$ cat src/rtl/sensor_sweep_sched.sv
// Round-robin IR/battery sweep sequencer owning the shared A2D and IR emitter enables.
// Optional IR_AMBIENT_SUB_EN: per IR slot, convert with emitter off first and subtract ambient.
module sensor_sweep_sched #(
  parameter int unsigned SETTLE_CYC = 512,
  parameter int unsigned PERIOD     = 65536,
  parameter int unsigned CNV_TO     = 4096,
  parameter logic [2:0]  CH_LFT     = 3'd3,
  parameter logic [2:0]  CH_CNTR    = 3'd4,
  parameter logic [2:0]  CH_RGHT    = 3'd0,
  parameter logic [2:0]  CH_BATT    = 3'd5
) (
  input  logic        clk,
  input  logic        rst,
  input  logic        en,
  output logic        strt_cnv,
  output logic [2:0]  chnnl,
  input  logic        cnv_cmplt,
  input  logic [11:0] res,
  output logic        IR_lft_en,
  output logic        IR_cntr_en,
  output logic        IR_rght_en,
  output logic [11:0] lft_IR,
  output logic [11:0] cntr_IR,
  output logic [11:0] rght_IR,
  output logic [11:0] batt,
  output logic        sweep_done,
  output logic        busy,
  output logic        a2d_err
);

  localparam int unsigned PW = (PERIOD > 1) ? $clog2(PERIOD) : 1;
  localparam int unsigned SW = (SETTLE_CYC > 1) ? $clog2(SETTLE_CYC) : 1;
  localparam int unsigned TW = (CNV_TO > 1) ? $clog2(CNV_TO) : 1;

  typedef enum logic [2:0] {
    ST_IDLE, ST_EMIT, ST_REQ, ST_WAIT, ST_STORE
`ifdef IR_AMBIENT_SUB_EN
    , ST_AMB_REQ, ST_AMB_WAIT
`endif
  } state_t;

  typedef enum logic [1:0] {SL_LFT, SL_CNTR, SL_RGHT, SL_BATT} slot_t;

  state_t        r_state, w_state_nxt;
  slot_t         r_slot, w_slot_nxt;
  logic [PW-1:0] r_per;
  logic          r_pend, w_pend_nxt, w_wrap;
  logic [SW-1:0] r_settle, w_settle_nxt;
  logic [TW-1:0] r_tmo, w_tmo_nxt;
  logic          w_tmo_last;
  logic [2:0]    w_chnnl_nxt;
  logic [11:0]   w_lft_nxt, w_cntr_nxt, w_rght_nxt, w_batt_nxt;
  logic [11:0]   w_meas, w_store_val;
  logic          w_store, w_done_nxt, w_err_nxt, w_strt_nxt, w_busy_nxt, w_lit;
  logic          w_lft_en_nxt, w_cntr_en_nxt, w_rght_en_nxt;
`ifdef IR_AMBIENT_SUB_EN
  logic [11:0]   r_amb, w_amb_nxt;
  logic          r_amb_to, w_amb_to_nxt;
`endif

  function automatic state_t slot_entry(input slot_t s);
    state_t st;
`ifdef IR_AMBIENT_SUB_EN
    st = ST_AMB_REQ;
`else
    st = ST_EMIT;
`endif
    if (s == SL_BATT) st = ST_REQ;
    return st;
  endfunction

  function automatic logic [2:0] slot_ch(input slot_t s);
    logic [2:0] ch;
    case (s)
      SL_LFT:  ch = CH_LFT;
      SL_CNTR: ch = CH_CNTR;
      SL_RGHT: ch = CH_RGHT;
      default: ch = CH_BATT;
    endcase
    return ch;
  endfunction

  function automatic slot_t slot_next(input slot_t s);
    slot_t n;
    case (s)
      SL_LFT:  n = SL_CNTR;
      SL_CNTR: n = SL_RGHT;
      SL_RGHT: n = SL_BATT;
      default: n = SL_LFT;
    endcase
    return n;
  endfunction

  assign w_wrap     = (r_per == PW'(PERIOD - 1));
  assign w_tmo_last = (r_tmo == TW'(CNV_TO - 1));

  // Value stored on a good conversion; ambient-corrected for IR slots when enabled
  always_comb begin
`ifdef IR_AMBIENT_SUB_EN
    if (r_slot == SL_BATT)  w_meas = res;
    else if (r_amb_to)      w_meas = 12'hFFF;
    else if (res > r_amb)   w_meas = 12'(res - r_amb);
    else                    w_meas = 12'h000;
`else
    w_meas = res;
`endif
  end

  always_comb begin
    w_state_nxt  = r_state;
    w_slot_nxt   = r_slot;
    w_settle_nxt = '0;
    w_tmo_nxt    = '0;
    w_chnnl_nxt  = chnnl;
    w_lft_nxt    = lft_IR;
    w_cntr_nxt   = cntr_IR;
    w_rght_nxt   = rght_IR;
    w_batt_nxt   = batt;
    w_done_nxt   = 1'b0;
    w_err_nxt    = a2d_err;
    w_store      = 1'b0;
    w_store_val  = 12'h000;
`ifdef IR_AMBIENT_SUB_EN
    w_amb_nxt    = r_amb;
    w_amb_to_nxt = r_amb_to;
`endif

    // A trigger is dropped if one is already pending; disabling cancels it
    if (!en)                              w_pend_nxt = 1'b0;
    else if (r_state == ST_IDLE && r_pend) w_pend_nxt = 1'b0;
    else if (w_wrap)                      w_pend_nxt = 1'b1;
    else                                  w_pend_nxt = r_pend;

    case (r_state)
      ST_IDLE: begin
        if (r_pend) begin
          w_slot_nxt  = SL_LFT;
          w_state_nxt = slot_entry(SL_LFT);
        end
      end
      ST_EMIT: begin
        if (r_settle == SW'(SETTLE_CYC - 1)) w_state_nxt = ST_REQ;
        else                                 w_settle_nxt = SW'(r_settle + 1'b1);
      end
      ST_REQ: w_state_nxt = ST_WAIT;
      ST_WAIT: begin
        if (cnv_cmplt) begin
          w_store     = 1'b1;
          w_store_val = w_meas;
          w_state_nxt = ST_STORE;
        end else if (w_tmo_last) begin
          w_store     = 1'b1;
          w_store_val = 12'hFFF;
          w_err_nxt   = 1'b1;
          w_state_nxt = ST_STORE;
        end else begin
          w_tmo_nxt = TW'(r_tmo + 1'b1);
        end
      end
      ST_STORE: begin
        w_slot_nxt  = slot_next(r_slot);
        w_state_nxt = (r_slot == SL_BATT) ? ST_IDLE : slot_entry(slot_next(r_slot));
      end
`ifdef IR_AMBIENT_SUB_EN
      ST_AMB_REQ: w_state_nxt = ST_AMB_WAIT;
      ST_AMB_WAIT: begin
        if (cnv_cmplt) begin
          w_amb_nxt    = res;
          w_amb_to_nxt = 1'b0;
          w_state_nxt  = ST_EMIT;
        end else if (w_tmo_last) begin
          w_amb_to_nxt = 1'b1;
          w_err_nxt    = 1'b1;
          w_state_nxt  = ST_EMIT;
        end else begin
          w_tmo_nxt = TW'(r_tmo + 1'b1);
        end
      end
`endif
      default: w_state_nxt = ST_IDLE;
    endcase

    if (w_store) begin
      case (r_slot)
        SL_LFT:  w_lft_nxt  = w_store_val;
        SL_CNTR: w_cntr_nxt = w_store_val;
        SL_RGHT: w_rght_nxt = w_store_val;
        default: begin
          w_batt_nxt = w_store_val;
          w_done_nxt = 1'b1;
        end
      endcase
    end

    // Outputs are registered from the next state so they line up with it
    w_lit = (w_state_nxt == ST_EMIT || w_state_nxt == ST_REQ || w_state_nxt == ST_WAIT) &&
            (w_slot_nxt != SL_BATT);
    w_lft_en_nxt  = w_lit && (w_slot_nxt == SL_LFT);
    w_cntr_en_nxt = w_lit && (w_slot_nxt == SL_CNTR);
    w_rght_en_nxt = w_lit && (w_slot_nxt == SL_RGHT);
`ifdef IR_AMBIENT_SUB_EN
    w_strt_nxt = (w_state_nxt == ST_REQ) || (w_state_nxt == ST_AMB_REQ);
`else
    w_strt_nxt = (w_state_nxt == ST_REQ);
`endif
    if (w_strt_nxt) w_chnnl_nxt = slot_ch(w_slot_nxt);
    w_busy_nxt = (w_state_nxt != ST_IDLE);
  end

  always_ff @(posedge clk or posedge rst) begin
    if (rst) begin
      r_state    <= ST_IDLE;
      r_slot     <= SL_LFT;
      r_per      <= '0;
      r_pend     <= 1'b0;
      r_settle   <= '0;
      r_tmo      <= '0;
      strt_cnv   <= 1'b0;
      chnnl      <= 3'd0;
      IR_lft_en  <= 1'b0;
      IR_cntr_en <= 1'b0;
      IR_rght_en <= 1'b0;
      lft_IR     <= 12'h000;
      cntr_IR    <= 12'h000;
      rght_IR    <= 12'h000;
      batt       <= 12'h000;
      sweep_done <= 1'b0;
      busy       <= 1'b0;
      a2d_err    <= 1'b0;
`ifdef IR_AMBIENT_SUB_EN
      r_amb      <= 12'h000;
      r_amb_to   <= 1'b0;
`endif
    end else begin
      r_state    <= w_state_nxt;
      r_slot     <= w_slot_nxt;
      r_per      <= w_wrap ? '0 : PW'(r_per + 1'b1);
      r_pend     <= w_pend_nxt;
      r_settle   <= w_settle_nxt;
      r_tmo      <= w_tmo_nxt;
      strt_cnv   <= w_strt_nxt;
      chnnl      <= w_chnnl_nxt;
      IR_lft_en  <= w_lft_en_nxt;
      IR_cntr_en <= w_cntr_en_nxt;
      IR_rght_en <= w_rght_en_nxt;
      lft_IR     <= w_lft_nxt;
      cntr_IR    <= w_cntr_nxt;
      rght_IR    <= w_rght_nxt;
      batt       <= w_batt_nxt;
      sweep_done <= w_done_nxt;
      busy       <= w_busy_nxt;
      a2d_err    <= w_err_nxt;
`ifdef IR_AMBIENT_SUB_EN
      r_amb      <= w_amb_nxt;
      r_amb_to   <= w_amb_to_nxt;
`endif
    end
  end

endmodule

$ cat config.mk
export PLATFORM = sky130hd
export DESIGN_NAME = sensor_sweep_sched
export DESIGN_NICKNAME = d
export VERILOG_FILES = /design/src/rtl/sensor_sweep_sched.sv
export SDC_FILE = /design/constraint.sdc
export NUM_CORES = 1
export LEC_CHECK = 0
export BUFFER_PORTS_ARGS = -buffer_cell sky130_fd_sc_hd__buf_2
export CORE_UTILIZATION = 58
export CTS_BUF_LIST = sky130_fd_sc_hd__clkbuf_2 sky130_fd_sc_hd__clkbuf_4 sky130_fd_sc_hd__clkbuf_8
export DETAILED_ROUTE_END_ITERATION = 8
export GPL_ROUTABILITY_DRIVEN = 0
export GPL_TIMING_DRIVEN = 0
export PLACE_DENSITY_LB_ADDON = 0.3
export SYNTH_ARGS = -nofsm -noshare
export SYNTH_HDL_FRONTEND = slang
export SYNTH_SLANG_ARGS = --single-unit
$ cat constraint.sdc
create_clock -name clk -period 3.67 [get_ports clk]
set_input_delay 0.367 -clock clk [delete_from_list [all_inputs] [get_ports clk]]
set_output_delay 0.367 -clock clk [all_outputs]
set_load 0.03 [all_outputs]
==> reports/results.tsv <==
metric	value	unit
dieArea	7750	sq um
hp-start	en	
port_buffers	73	
grt-ovfl-total	0	
final_nets	469	
first_pass_iters	4	
initial_core_util	59.5	%
rsz0062_at_grt	false	
grt_usage	23.9	%
syn_area	4290	sq um
via_per_inst	5.52	
postSynthNetCount	383	
fin_crit_sh	56.5	%
synthXorXnorAreaFrac	5.71	%
drive_above_1_share	24.7	%
synth_simple_gate_area_share	15.6	%
cp.required	3.92	ns
yosysUniqueCellTypes	42	
core_area	7210	sq um
syn_inst	354	
muxShareOfSynthArea	0.787	%
power.density	483	nW/um^2
cts_tree	yes	
grt_max_degree	75	
fin_area	5020	sq um
routedWlPerCell	15.8	um
worst_pin_slew	0.586	ns
fin_crit	2.07	ns
row_count	31	
timing.final.max_slew_violations	0	
die_height	88.0	um
ir_drop	247	uV
grt_pass1_wl	14100	um
drv_cap	0	
final_hold_viol_count	0	
async_reset_ff_share	100	%
area_growth_syn_to_layout	16.8	%
antenna_found_initial	0	
fmax	482	MHz
synth_edf_count	0	
final_antenna_net_count	0	
vias	3003	
reg2reg_from	r_state[1]	
synth_warnings	0	
slew_headroom	60.7	%
synthAdderAreaFrac	3.79	%
placed_area	4810	sq um
clk_latency	0.36	ns
cts.path.max_buffers	2	
synth_area_leaders	dfrtp_1 59%, a2bb2oi_1 9.8%, ha_1 3.8%	
drtIter0Drc	164	
drc	0	
ys_ff_latch	101	
hold_ws	0.231	ns
htreeDepth	3	
yosysTopAreaCell	dfrtp_1	
clkTransAtPathRegs	0.10	ns
end_kind	register	
grt_pass1_vias	2900	
arrival	2.32	ns
ioPinCount	74	
totalWireLength	8620	um
synth_seq_area_share	58.9	%
synth_top_area_share	58.9	%
avgSynthCellArea	12.1	sq um
rrSetupSlack	1.60	ns
run_status	completed	
clock_sinks	101	
synth_top_family_by_area	simple AND/OR/NAND/NOR gates	
synth_compound_area_share	13.0	%
insertedDiodeCount	0	
dp.final_hpwl	5960	um
setup_viol_count_final	0	
skew	0.0118	ns
cp_max_fo	10	
min_path_type	input port to register	
critPathLaunch	r_state[1]	
ys.flop_type	dfrtp_1	
die_x	88.0	um
critPathKind	register to register	
startpoint_type	register	
p_leak	2.53	nW
cts_setup_buffers	0	
clockRootBuffer	clkbuf_8	
numCtsBuffers	9	
routing by layer:
| metal | GRT usage [%] | up-vias | part of all wire, % |
|---|---|---|---|
| li1 | - | 1433 | - |
| met1 | 32.6 | 1467 | 47 |
| met2 | 39.5 | 94 | 46 |
| met3 | 3.86 | 9 | 4.9 |
| met4 | 7.77 | 0 | 1.4 |
| met5 | 0 | - | 0 |
final timing paths:
path                                to  depth (start not counted)
setup / recovery              chnnl[0]                          7
hold / removal                  r_pend                          2
setup reg to reg              chnnl[0]                          7
hold reg to reg            r_settle[0]                          1
max in group asynchronous  r_settle[7]                          4
min in group asynchronous    r_per[11]                          3
timing repair:
action / in CTS / in global routing
hold buffers: 1 / 0
gates resized for setup: 0 / 0
hold endpoints to repair: 22 / 0
final cells by class:
cell class | instances | area [sq um]
Buffer | 15 | 72.6
Clock inverter | 7 | 68.8
Clock buffer | 9 | 124
Sequential cell | 101 | 2530
Tap cell | 99 | 124
Inverter | 7 | 28.8
Fill cell | 554 | 2200
Multi-Input combinational cell | 231 | 1670
Timing Repair Buffer | 75 | 403
placed cells by master, fill, tap and decap left out, types with 4 or more instances in the layout:
master / n
a21oi_1: 4
a2bb2oi_1: 48
and3_1: 11
and4_1: 5
buf_2: 80
clkbuf_1: 6
clkbuf_8: 9
dfrtp_1: 101
ha_1: 13
inv_1: 6
nand2_1: 16
nand3_1: 11
nand4_1: 6
nor2_1: 32
nor2b_1: 13
nor2b_2: 4
nor3_1: 4
xnor2_1: 15
xor2_1: 13
stage by stage:
step / cells / TNS [ns] / util (%) / setup slack (ns) / power, mW
6_report: 544 / 0 / 69.5 / 1.60 / 2.42
3_3_place_gp: 526 / -38.06 / 66.3 / -0.381 / 1.75
5_1_grt: 544 / 0 / 69.5 / 1.41 / 2.54
2_1_floorplan: 354 / 0 / - / 0.656 / 1.61
4_1_cts: 544 / 0 / 69.5 / 1.56 / 2.44
3_5_place_dp: 527 / 0 / 66.7 / 1.57 / 1.76
synth_stat cells (2+ instances only):
| cell | number |
|---|---|
| nor2b_2 | 4 |
| nor3b_1 | 3 |
| o21bai_1 | 3 |
| nand4_1 | 6 |
| nand3_1 | 11 |
| nand2b_1 | 3 |
| o21ai_0 | 3 |
| buf_2 | 7 |
| xnor2_1 | 15 |
| a2bb2oi_1 | 48 |
| mux2_2 | 3 |
| and2_1 | 2 |
| nor3_1 | 4 |
| ha_1 | 13 |
| nor2b_1 | 13 |
| or3_1 | 2 |
| inv_1 | 7 |
| buf_4 | 2 |
| clkbuf_1 | 6 |
| dfrtp_1 | 101 |
| nor2_1 | 32 |
| nand2_1 | 16 |
| and3_1 | 11 |
| xor2_1 | 13 |
| a21oi_1 | 4 |
| nand3b_1 | 2 |
| and4_1 | 5 |
power breakdown:
group / switching, mW / internal [mW]
logic: 0.316 / 0.155
clock network: 0.415 / 0.264
registers: 0.0653 / 1.21
total: 0.797 / 1.63
critical path: stages (launching register included):
cell and delay (ns):
dfrtp_1 0.42, buf_2 0.18, nor2_1 0.21, nand2_1 0.09, o2bb2ai_1 0.36, inv_1 0.13, ha_1 0.30, mux2_2 0.26
flip-flops by register name, summed over array words and instances, names as in the netlist, 3 cells and up:
register / flops
chnnl: 3
batt: 12
r_per: 16
lft_IR: 12
rght_IR: 12
cntr_IR: 12
r_tmo: 12
r_settle: 9
r_state: 3
logic make-up after synthesis:
kind of cell | count (synthesis)
buffers and inverters | 22
AOI/OAI and AO/OA | 66
DFF | 101
xor gates and xnor gates | 28
muxes | 3
adders and majority gates | 13
and+or+nand+nor | 121
(Power assumes the default switching activity.)
